--- config.mk ---
export PLATFORM = sky130hd
export DESIGN_NAME = store_buffer
export DESIGN_NICKNAME = d
export VERILOG_FILES = /design/src/rtl/store_buffer.sv
export SDC_FILE = /design/constraint.sdc
export NUM_CORES = 1
export LEC_CHECK = 0
export CORE_MARGIN = 4
export CORE_UTILIZATION = 63
export CTS_BUF_LIST = sky130_fd_sc_hd__clkbuf_2
export DETAILED_ROUTE_END_ITERATION = 10
export PLACE_DENSITY = 0.85
export RECOVER_POWER = 25
export SLEW_MARGIN = 20
export SYNTH_ARGS = -nofsm -noshare
export SYNTH_HDL_FRONTEND = slang
export SYNTH_SLANG_ARGS = --single-unit
export TNS_END_PERCENT = 5
--- constraint.sdc ---
create_clock -name clk -period 10.8 [get_ports clk]
set_clock_uncertainty 0.1 [all_clocks]
set_input_delay 1.08 -clock clk [delete_from_list [all_inputs] [get_ports clk]]
set_output_delay 1.08 -clock clk [all_outputs]
set_load 0.01 [all_outputs]
--- src/rtl/store_buffer.sv ---
// Store buffer: DEPTH-entry FIFO draining committed stores to data memory.
// Define STORE_BUFFER_BYTE_MERGE_EN for per-byte forwarding merge.
module store_buffer #(
   parameter  int DEPTH  = 4,
   parameter  int XLEN   = 32,
   parameter  int ADDR_W = 32,
   localparam int BE_W   = XLEN / 8,
   localparam int PW     = $clog2(DEPTH),
   localparam int CW     = PW + 1
) (
   input  logic              clk,
   input  logic              rst,
   input  logic              st_valid,
   output logic              st_ready,
   input  logic [ADDR_W-1:0] st_addr,
   input  logic [XLEN-1:0]   st_data,
   input  logic [BE_W-1:0]   st_be,
   input  logic              ld_valid,
   input  logic [ADDR_W-1:0] ld_addr,
   input  logic [BE_W-1:0]   ld_be,
   output logic              fwd_hit,
   output logic [XLEN-1:0]   fwd_data,
   output logic              fwd_stall,
   output logic              mem_req,
   output logic [ADDR_W-1:0] mem_addr,
   output logic [XLEN-1:0]   mem_wdata,
   output logic [BE_W-1:0]   mem_be,
   input  logic              mem_ack,
   input  logic              fence_req,
   output logic              fence_done,
   output logic [CW-1:0]     count
);

   localparam logic [1:0] S_RUN   = 2'd0;
   localparam logic [1:0] S_FENCE = 2'd1;
   localparam logic [1:0] S_DONE  = 2'd2;

   logic [ADDR_W-1:0] addr_q [DEPTH];
   logic [XLEN-1:0]   data_q [DEPTH];
   logic [BE_W-1:0]   be_q   [DEPTH];
   logic [DEPTH-1:0]  vld_q;

   logic [PW-1:0] head_q, head_d;
   logic [PW-1:0] tail_q, tail_d;
   logic [CW-1:0] count_q, count_d;
   logic [1:0]    state_q, state_d;
   logic          push, pop;

   assign st_ready   = (count_q != CW'(DEPTH)) && (state_q == S_RUN);
   assign mem_req    = (count_q != '0);
   assign mem_addr   = addr_q[head_q];
   assign mem_wdata  = data_q[head_q];
   assign mem_be     = be_q[head_q];
   assign fence_done = (state_q == S_DONE);
   assign count      = count_q;

   always_comb begin
      push    = st_valid && st_ready;
      pop     = mem_req && mem_ack;
      head_d  = head_q + PW'(pop);
      tail_d  = tail_q + PW'(push);
      count_d = count_q + CW'(push) - CW'(pop);
      state_d = state_q;
      unique case (state_q)
         S_RUN:   if (fence_req) state_d = S_FENCE;
         S_FENCE: if (count_q == '0) state_d = S_DONE;
         S_DONE:  state_d = S_RUN;
         default: state_d = S_RUN;
      endcase
   end

   always_ff @(posedge clk) begin
      if (rst) begin
         head_q  <= '0;
         tail_q  <= '0;
         count_q <= '0;
         vld_q   <= '0;
         state_q <= S_RUN;
      end else begin
         head_q  <= head_d;
         tail_q  <= tail_d;
         count_q <= count_d;
         state_q <= state_d;
         if (pop) vld_q[head_q] <= 1'b0;
         if (push) vld_q[tail_q] <= 1'b1;
      end
   end

   always_ff @(posedge clk) begin
      if (push) begin
         addr_q[tail_q] <= st_addr;
         data_q[tail_q] <= st_data;
         be_q[tail_q]   <= st_be;
      end
   end

   logic [PW-1:0]   idx;
   logic            any_q;
   logic [BE_W-1:0] cov;
   logic [XLEN-1:0] fdata;
   logic            covered;

   // Walk oldest to youngest so later matches overwrite earlier ones.
   always_comb begin
      idx   = '0;
      any_q = 1'b0;
      cov   = '0;
      fdata = '0;
      for (int i = 0; i < DEPTH; i++) begin
         idx = head_q + PW'(i);
         if (vld_q[idx] &&
             (((addr_q[idx] ^ ld_addr) & ~ADDR_W'(3)) == '0)) begin
            any_q = 1'b1;
`ifdef STORE_BUFFER_BYTE_MERGE_EN
            for (int b = 0; b < BE_W; b++) begin
               if (be_q[idx][b]) begin
                  cov[b]          = 1'b1;
                  fdata[8*b +: 8] = data_q[idx][8*b +: 8];
               end
            end
`else
            cov   = be_q[idx];
            fdata = data_q[idx];
`endif
         end
      end
   end

   assign covered   = ((ld_be & ~cov) == '0);
   assign fwd_hit   = ld_valid && any_q && covered;
   assign fwd_stall = ld_valid && any_q && !covered;
   assign fwd_data  = fdata;

endmodule

==> flow_results.org, run 1 <==
** Critical path
- The worst setup path is of the flop to output pin kind.
- Data arrives at the worst endpoint at roughly 7.6 ns.
- In this run the worst path has a maximum fanout of between 50 and 60.
- Data required time at the worst endpoint :: between 9 and 10 ns
- Critical Path Start Type :: flop
- STA classifies the critical path endpoint as an output pin.

** Pwr
- Design Power :: ~4700 uW
- Peak supply drop :: 140.1 uV
- Dividing total power by cell area gives a power density of around 220 nW/um^2.
- Summed over all cells, the static leakage comes to 0.007040 uW.

** Clocking
- Clock-pin slew was measured on the worst setup and hold paths at roughly 0.11 ns.
- Counting the buffers created by CTS gives 74.
- Later-pin clock latency in the skew report :: approximately 0.90 ns
- H-tree lvl count :: 3
- For this design, the CTS-stage hold fixing added 0 buffers.
- Number of buffers inserted by post-CTS setup repair :: 0
- Root buffer cell :: sky130_fd_sc_hd__clkbuf_2
- TritonCTS built the clock tree.
- Clock Tree Buf Depth :: 3
- Post-cts repair resize count :: 0
- Clock tree sinks :: 285

** Routing
- Via-per-instance ratio :: ~6.9
- Once detail routing completed, the nets flagged for antenna violations numbered 0.
- For this run, design rule violations remaining after detail routing come to 0.
- Final routed wire length divided by cell count :: 25.29 um
- Overall routed net length :: 48110 um
- The detailed router finished its first iteration with between 1000 and 1500 violations.
- First-pass iteration count of the detailed router :: 5
- The routed layout has about 13000 vias.

** Yosys
- Area share of the largest cell type after synthesis :: 43.40%
- Of all flip-flops after synthesis, the portion carrying an async set or reset was 0%.
- Number of synthesized flops with an enable pin :: 272
- Mapped cell area :: about 19000 um^2
- Syn_area_per_cell :: approximately 15 um^2
- The biggest area contributor in the post-synthesis netlist is sky130_fd_sc_hd__edfxtp_1.
- Fraction of the yosys area taken by sequential cells :: about 45%
- Synthesis instantiated 68 different standard cells from the library.
- By area the synthesized netlist is led by sky130_fd_sc_hd__edfxtp_1 (43%), sky130_fd_sc_hd__mux4_2 (27%), sky130_fd_sc_hd__mux2i_1 (6.7%).
- In the synthesized netlist, the number of instances is about 1300.
- Yosys warning count :: 0
- When the netlist entered floorplanning its net count stood at between 1000 and 1500.
- Flip-flop and latch count after synthesis :: about 290
- The most used flip-flop cell after synthesis is sky130_fd_sc_hd__edfxtp_1.

** Finish
- Once layout is complete, the utilization of the core stands at 73.64%.
- The library cells used most frequently in the layout, excluding fill and tap cells, are sky130_fd_sc_hd__edfxtp_1 (272), sky130_fd_sc_hd__mux4_2 (224), sky130_fd_sc_hd__clkdlybuf4s50_1 (167).
- Compared with the post-synthesis result, the final layout area differs by 15.67%.
- For this run, the post-layout net count is roughly 1600.
- After routing the design area is about 22000 um^2.
- Share of final-layout standard cells stronger than drive strength 1 :: 25.80%
- Fill cells in the final layout number ~1900.
- Leaving out fill and tap cells, the most frequent cell in the layout is sky130_fd_sc_hd__edfxtp_1.

** Timing
- Period utilisation layout :: approximately 81%
- Count of endpoints failing setup in the final report :: 0
- For the pin with the worst max-slew slack, the measured transition is 1.031 ns.
- For this run, the top clock speed supported by timing is 113.7 MHz.
- Slew HR :: between 20% and 30%
- The number of hold-slack violations in the final timing report is 0.
- Final WS setup :: about 2.0 ns
- Final-layout setup total negative slack :: 0 ns
- Unrepaired setup endpoints after global routing :: no
- Time the final worst path needs with I/O delays and setup :: 8.795 ns
- The count of final max-slew check failures was 0.

** Floorplanning
- Starting utilization of the core area :: about 64%
- Boundary Pins :: roughly 220
- The die is around 180 um wide.
- After floorplanning, the core was divided into 63 placement rows.
- Die extent in y :: about 180 um
- Total Die Area :: about 33000 um^2
- After floorplanning, the core was sized to cover roughly 30000 um^2.

** Worst hold path
- The path class of the tightest hold or removal check is flop to flop.

** Place
- Final HPWL DP :: about 32000 um
- Pre-CTS setup slack :: between 2 and 3 ns
- Weighted congestion at the end of routability-driven global placement :: about 0.96
- Post-place instance area :: approximately 21000 um^2
- Number of buffer cells added on primary ports :: approximately 220

** Global routing
- Antenna violations before repair :: 11
- Entering global routing, the biggest net connects around 170 pins.
- The via count of the first global-routing pass came to 13090.
- In the global route stage, met1 resource usage came out at 39.63%.
- Global routing used approximately 47% of the available met2 tracks.
- Global Route met3 Usage :: roughly 8.2%
- After global routing the overflow that remains totals 0.
- Wire length of the first global-routing pass :: 75180 um
- Busiest layer in global routing :: met2
- Total track usage :: 29.42%

** Flow run
- The tool flagged a number of max-cap violations equal to 0.

** Status
- The flow ran to the end, and the final reports show no timing, DRC or antenna violations.
## logic make-up after synthesis
kind of cell / after synthesis / share of synthesized area, %
muxes: 361 / 34.17
DFF: 285 / 44.78
AOI/OAI and AO/OA: 164 / 6.270
and+or+nand+nor: 163 / 4.561
buffers and inverters: 160 / 4.321
xor gates and xnor gates: 113 / 5.259
adders and majority gates: 9 / 0.6383
## per-stage QoR
stage,cells,hold slack [ns]
6_report,1902,0.4045
5_1_grt,1901,0.4216
4_1_cts,1898,0.3988
3_5_place_dp,1769,0.3754
3_3_place_gp,1769,0.3501
2_1_floorplan,1255,0.3345
## critical path, cell delays in order (launching register included)
cell,delay [ns]
sky130_fd_sc_hd__dfxtp_4,0.80
sky130_fd_sc_hd__inv_1,0.09
sky130_fd_sc_hd__buf_4,0.30
sky130_fd_sc_hd__ha_4,0.95
sky130_fd_sc_hd__buf_4,0.52
sky130_fd_sc_hd__mux4_2,0.56
sky130_fd_sc_hd__xnor2_1,0.20
sky130_fd_sc_hd__nand4_1,0.21
sky130_fd_sc_hd__nor2_1,0.07
sky130_fd_sc_hd__nand4_1,0.09
sky130_fd_sc_hd__buf_4,0.51
sky130_fd_sc_hd__nor3b_4,0.82
sky130_fd_sc_hd__buf_4,0.42
sky130_fd_sc_hd__o2bb2ai_1,0.16
sky130_fd_sc_hd__mux2i_1,0.09
sky130_fd_sc_hd__o21ai_1,0.26
sky130_fd_sc_hd__clkdlybuf4s50_1,0.60
## layer usage
| metal | part of all wire, % | vias up | wire length [um] |
|---|---|---|---|
| met2 | 48 | 763 | 23280 |
| met3 | 11 | 144 | 5343 |
| li1 | - | 5598 | - |
| met5 | 0.16 | - | 77 |
| met4 | 3.7 | 14 | 1775 |
| met1 | 37 | 6564 | 17640 |
## state kept, by name, indices dropped and copies added (netlist names)
signal   count
vld_q        4
tail_q       2
head_q       2
count        3
addr_q     128
state_q      2
data_q     128
be_q        16
## cell type report
type	instances	area [um^2]	area share, %
multi-input cells	810	9633	44.25
flip-flops and latches	285	8436	38.75
repair buffers	234	2315	10.63
clock buffers	103	515.5	2.368
well taps	390	488.0	2.242
inverters	50	187.7	0.8622
clock inverters	26	183.9	0.8449
diodes	4	10.01	0.04598
## cells in the mapped netlist, drive strengths merged (16+ instances only)
| cell type | instances |
|---|---|
| mux4 | 224 |
| nand2 | 51 |
| nand4 | 16 |
| clkbuf | 35 |
| edfxtp | 272 |
| o2bb2ai | 31 |
| xor2 | 39 |
| o21ai | 46 |
| inv | 49 |
| nor2 | 28 |
| mux2i | 126 |
| a21oi | 19 |
| buf | 75 |
| xnor2 | 74 |
## path summary, 6_finish.rpt
check / depth (start not counted) / startpoint / slack [ns] / to
worst min register to register: 1 / state_q[1] / 0.40 / state_q[1]
worst max-delay path: 16 / head_q[0] / 2.01 / fwd_data[29]
worst min-delay path: 1 / state_q[1] / 0.40 / state_q[1]
worst max register to register: 7 / count[1] / 7.46 / addr_q[2][3]
## power by group
group          leakage [uW]  switching, uW  internal (uW)
Sequential          0.00258            126           1350
Clock              0.000522            449            312
Combinational       0.00393           1160           1290
Power figures use the tool's default switching activity.
==> run 2: changes to the inputs <==
Settings changed: CORE_UTILIZATION 63 to 59, PLACE_DENSITY 0.85 to 0.8.
Clock period 10.8 ns to 9.2 ns, I/O delays scaled along.
==> run 2 against run 1 <==
  * Worst hold slack worse by 0.020 ns
  * Wire length down 0.54%
  * Sequential cell count is the same
  * Largest power group unchanged
==> flow_results.org, run 2 (synthesis gave the netlist of run 1 again) <==
** Clocking
- After clock tree synthesis, the flow added hold-fix buffers numbering 0.
- H-tree lvl count :: 3
- Clock transition at the registers of the reported paths :: ~0.1 ns
- Post-CTS repair changed the size of 0 cells.
- The later pin in the worst-skew pair is clocked with a latency of about 0.86 ns.
- Num CTS Buffers :: 75
- Buffers added to address setup during post-CTS repair amount to 0.
- TritonCTS built the clock tree.
- Root buffer cell :: sky130_fd_sc_hd__clkbuf_2
- Clock Tree Buf Depth :: 3
- The tree built by TritonCTS fans out to around 290 sinks.

** Global routing
- Grt ovf :: 0
- Fraction of met2 tracks used by global routing :: 42.55%
- After global routing, the most crowded layer is met2.
- Antenna violations before repair :: 11
- Wire length of the first global-routing pass :: 73800 um
- Largest net degree at the start of global routing :: 69
- Global routing consumed, on the met3 layer, roughly 8% of the routing resources.
- Vias in the first global route :: about 13000
- Met1 Use GR :: a little under two fifths
- Global routing used a little over a quarter of the available tracks.

** Flow run
- Max-cap violations in this run came to 0.

** Timing
- Setup violations remaining at the end of the flow were counted as 0.
- The count of final max-slew check failures is 0.
- Period utilisation layout :: around 83%
- Transition time at the pin with the least slew margin :: between 1 and 1.5 ns
- Measured against its own limit, the worst slew margin works out to 31.85%.
- Final-layout setup total negative slack :: 0 ns
- Based on the critical path, the design can be clocked at up to about 130 MHz.
- Time the final worst path needs with I/O delays and setup :: approximately 7.6 ns
- Final Hold Vio Count :: 0
- Setup repair after global routing left no endpoint under its margin.

** Routing
- Initial detailed-routing violation count :: between 1000 and 1500
- Across all layers, the routed design uses 12920 vias.
- Using the TritonRoute via totals, the vias-per-cell ratio works out to about 6.7.
- Overall routed net length :: approximately 48000 um
- Post-route ant nets :: 0
- First-pass iteration count of the detailed router :: 5
- In the routed design, unresolved DRC markers number 0.
- Final routed wire length divided by cell count :: approximately 25 um

** Floorplanning
- Number of rows in the core area :: 65
- Boundary Pins :: between 200 and 250
- Core area :: 31470 um^2
- Total Die Area :: ~35000 um^2
- Measured along the y axis, the die boundary spans 186.6 um.
- Once the floorplan was initialized, standard cells occupied roughly three fifths of the core.
- From left edge to right edge, the die measures approximately 190 um.

** Pwr
- Power per unit of standard cell area :: between 200 and 250 nW/um^2
- The design draws ~5400 uW.
- For this design the static power due to leakage is roughly 0.007 uW.
- Peak supply drop :: 155.3 uV

** Critical path
- Data arrives at the worst endpoint at 6.58 ns.
- Data required time at the worst endpoint :: roughly 8.2 ns
- Crit Path Max Fanout :: 68
- Critical Path Start Type :: flop
- By startpoint and endpoint, the worst setup path is classified as flop to output pin.
- STA classifies the critical path endpoint as an output pin.

** Finish
- Footprint of the multi-input gates :: around 9600 um^2
- FF/Latch Area :: around 8400 um^2
- Number of filler instances in the final layout :: roughly 2200
- In the final layout, the share of cells above drive strength 1 is approximately a quarter.
- Commonest cells after routing, fill and taps aside :: sky130_fd_sc_hd__edfxtp_1 (272), sky130_fd_sc_hd__mux4_2 (224), sky130_fd_sc_hd__clkdlybuf4s50_1 (166)
- Largest registers :: addr_q (128), data_q (128), be_q (16)
- The final layout contains about 1600 nets.
- Leaving out fill and tap cells, the most frequent cell in the layout is sky130_fd_sc_hd__edfxtp_1.
- Synth-to-layout area growth :: 15.46%

** Place
- Weighted congestion at the end of routability-driven global placement :: slightly below 1
- The count of buffers added on input and output ports is ~220.
- Final HPWL DP :: roughly 33000 um

** Worst hold path
- The tightest min-delay check is of the flop to flop type.

** Status
- Status :: complete, no violations
## run 2: changes by cell type in the layout (fill, tap and decap cells not counted), sizes merged, moves of 2 or more
cell and delta:
clkinv -6, diode +4, buf +3, clkbuf +3
bufinv -2
## run 2: power breakdown
group / switching, uW / internal (uW) / leakage, uW
Combinational: 1350 / 1510 / 0.00395
Clock: 504 / 307 / 0.000477
Sequential: 158 / 1580 / 0.00258
Total: 2020 / 3400 / 0.00701
## run 2: metal layers
metal | wire (um) | vias to the layer above
met5 | 55 | -
met4 | 1632 | 8
met3 | 4877 | 118
met2 | 22860 | 678
met1 | 18420 | 6534
li1 | - | 5579
## run 2: through the flow
step	cells	setup slack, ns	utilization (%)	hold WS, ns	instance area, um^2
after global routing	1913	1.035	69.02	0.4302	21720
after CTS	1908	1.472	68.98	0.3824	21710
after floorplan	1255	2.716	-	0.3345	18820
after global placement	1783	2.469	66.98	0.3541	21080
after detailed placement	1784	2.445	67.04	0.3584	21100
final	1916	1.596	69.04	0.3845	21730
## run 2: critical path: stages, from the launching register on
cell and delay [ns]:
sky130_fd_sc_hd__dfxtp_4 0.75, sky130_fd_sc_hd__inv_1 0.31, sky130_fd_sc_hd__ha_4 0.91, sky130_fd_sc_hd__buf_4 0.40
sky130_fd_sc_hd__mux2i_1 0.28, sky130_fd_sc_hd__mux2_2 0.19, sky130_fd_sc_hd__o21ai_0 0.07, sky130_fd_sc_hd__or4_1 0.59
sky130_fd_sc_hd__or4_1 0.49, sky130_fd_sc_hd__nor4_4 0.22, sky130_fd_sc_hd__buf_12 0.31, sky130_fd_sc_hd__a211oi_1 0.10
sky130_fd_sc_hd__a32o_1 0.27, sky130_fd_sc_hd__nor3_1 0.12, sky130_fd_sc_hd__clkdlybuf4s50_1 0.61
## run 2: final cells by class
type                            instances  share of cell area [%]
Multi-Input combinational cell        810                   44.33
Sequential cell                       285                   38.82
Timing Repair Buffer                  237                   10.78
Clock buffer                          106                   2.441
Tap cell                              402                   2.315
Inverter                               50                  0.8637
Clock inverter                         18                  0.3570
Antenna cell                            8                 0.09213
## run 2: worst paths after layout
| kind | from | to | slack, ns | depth (start not counted) |
|---|---|---|---|---|
| max reg2reg | count[1] | addr_q[0][30] | 5.85 | 5 |
| max | head_q[1] | fwd_hit | 1.60 | 14 |
| min | state_q[1] | state_q[1] | 0.38 | 1 |
| min reg2reg | state_q[1] | state_q[1] | 0.38 | 1 |
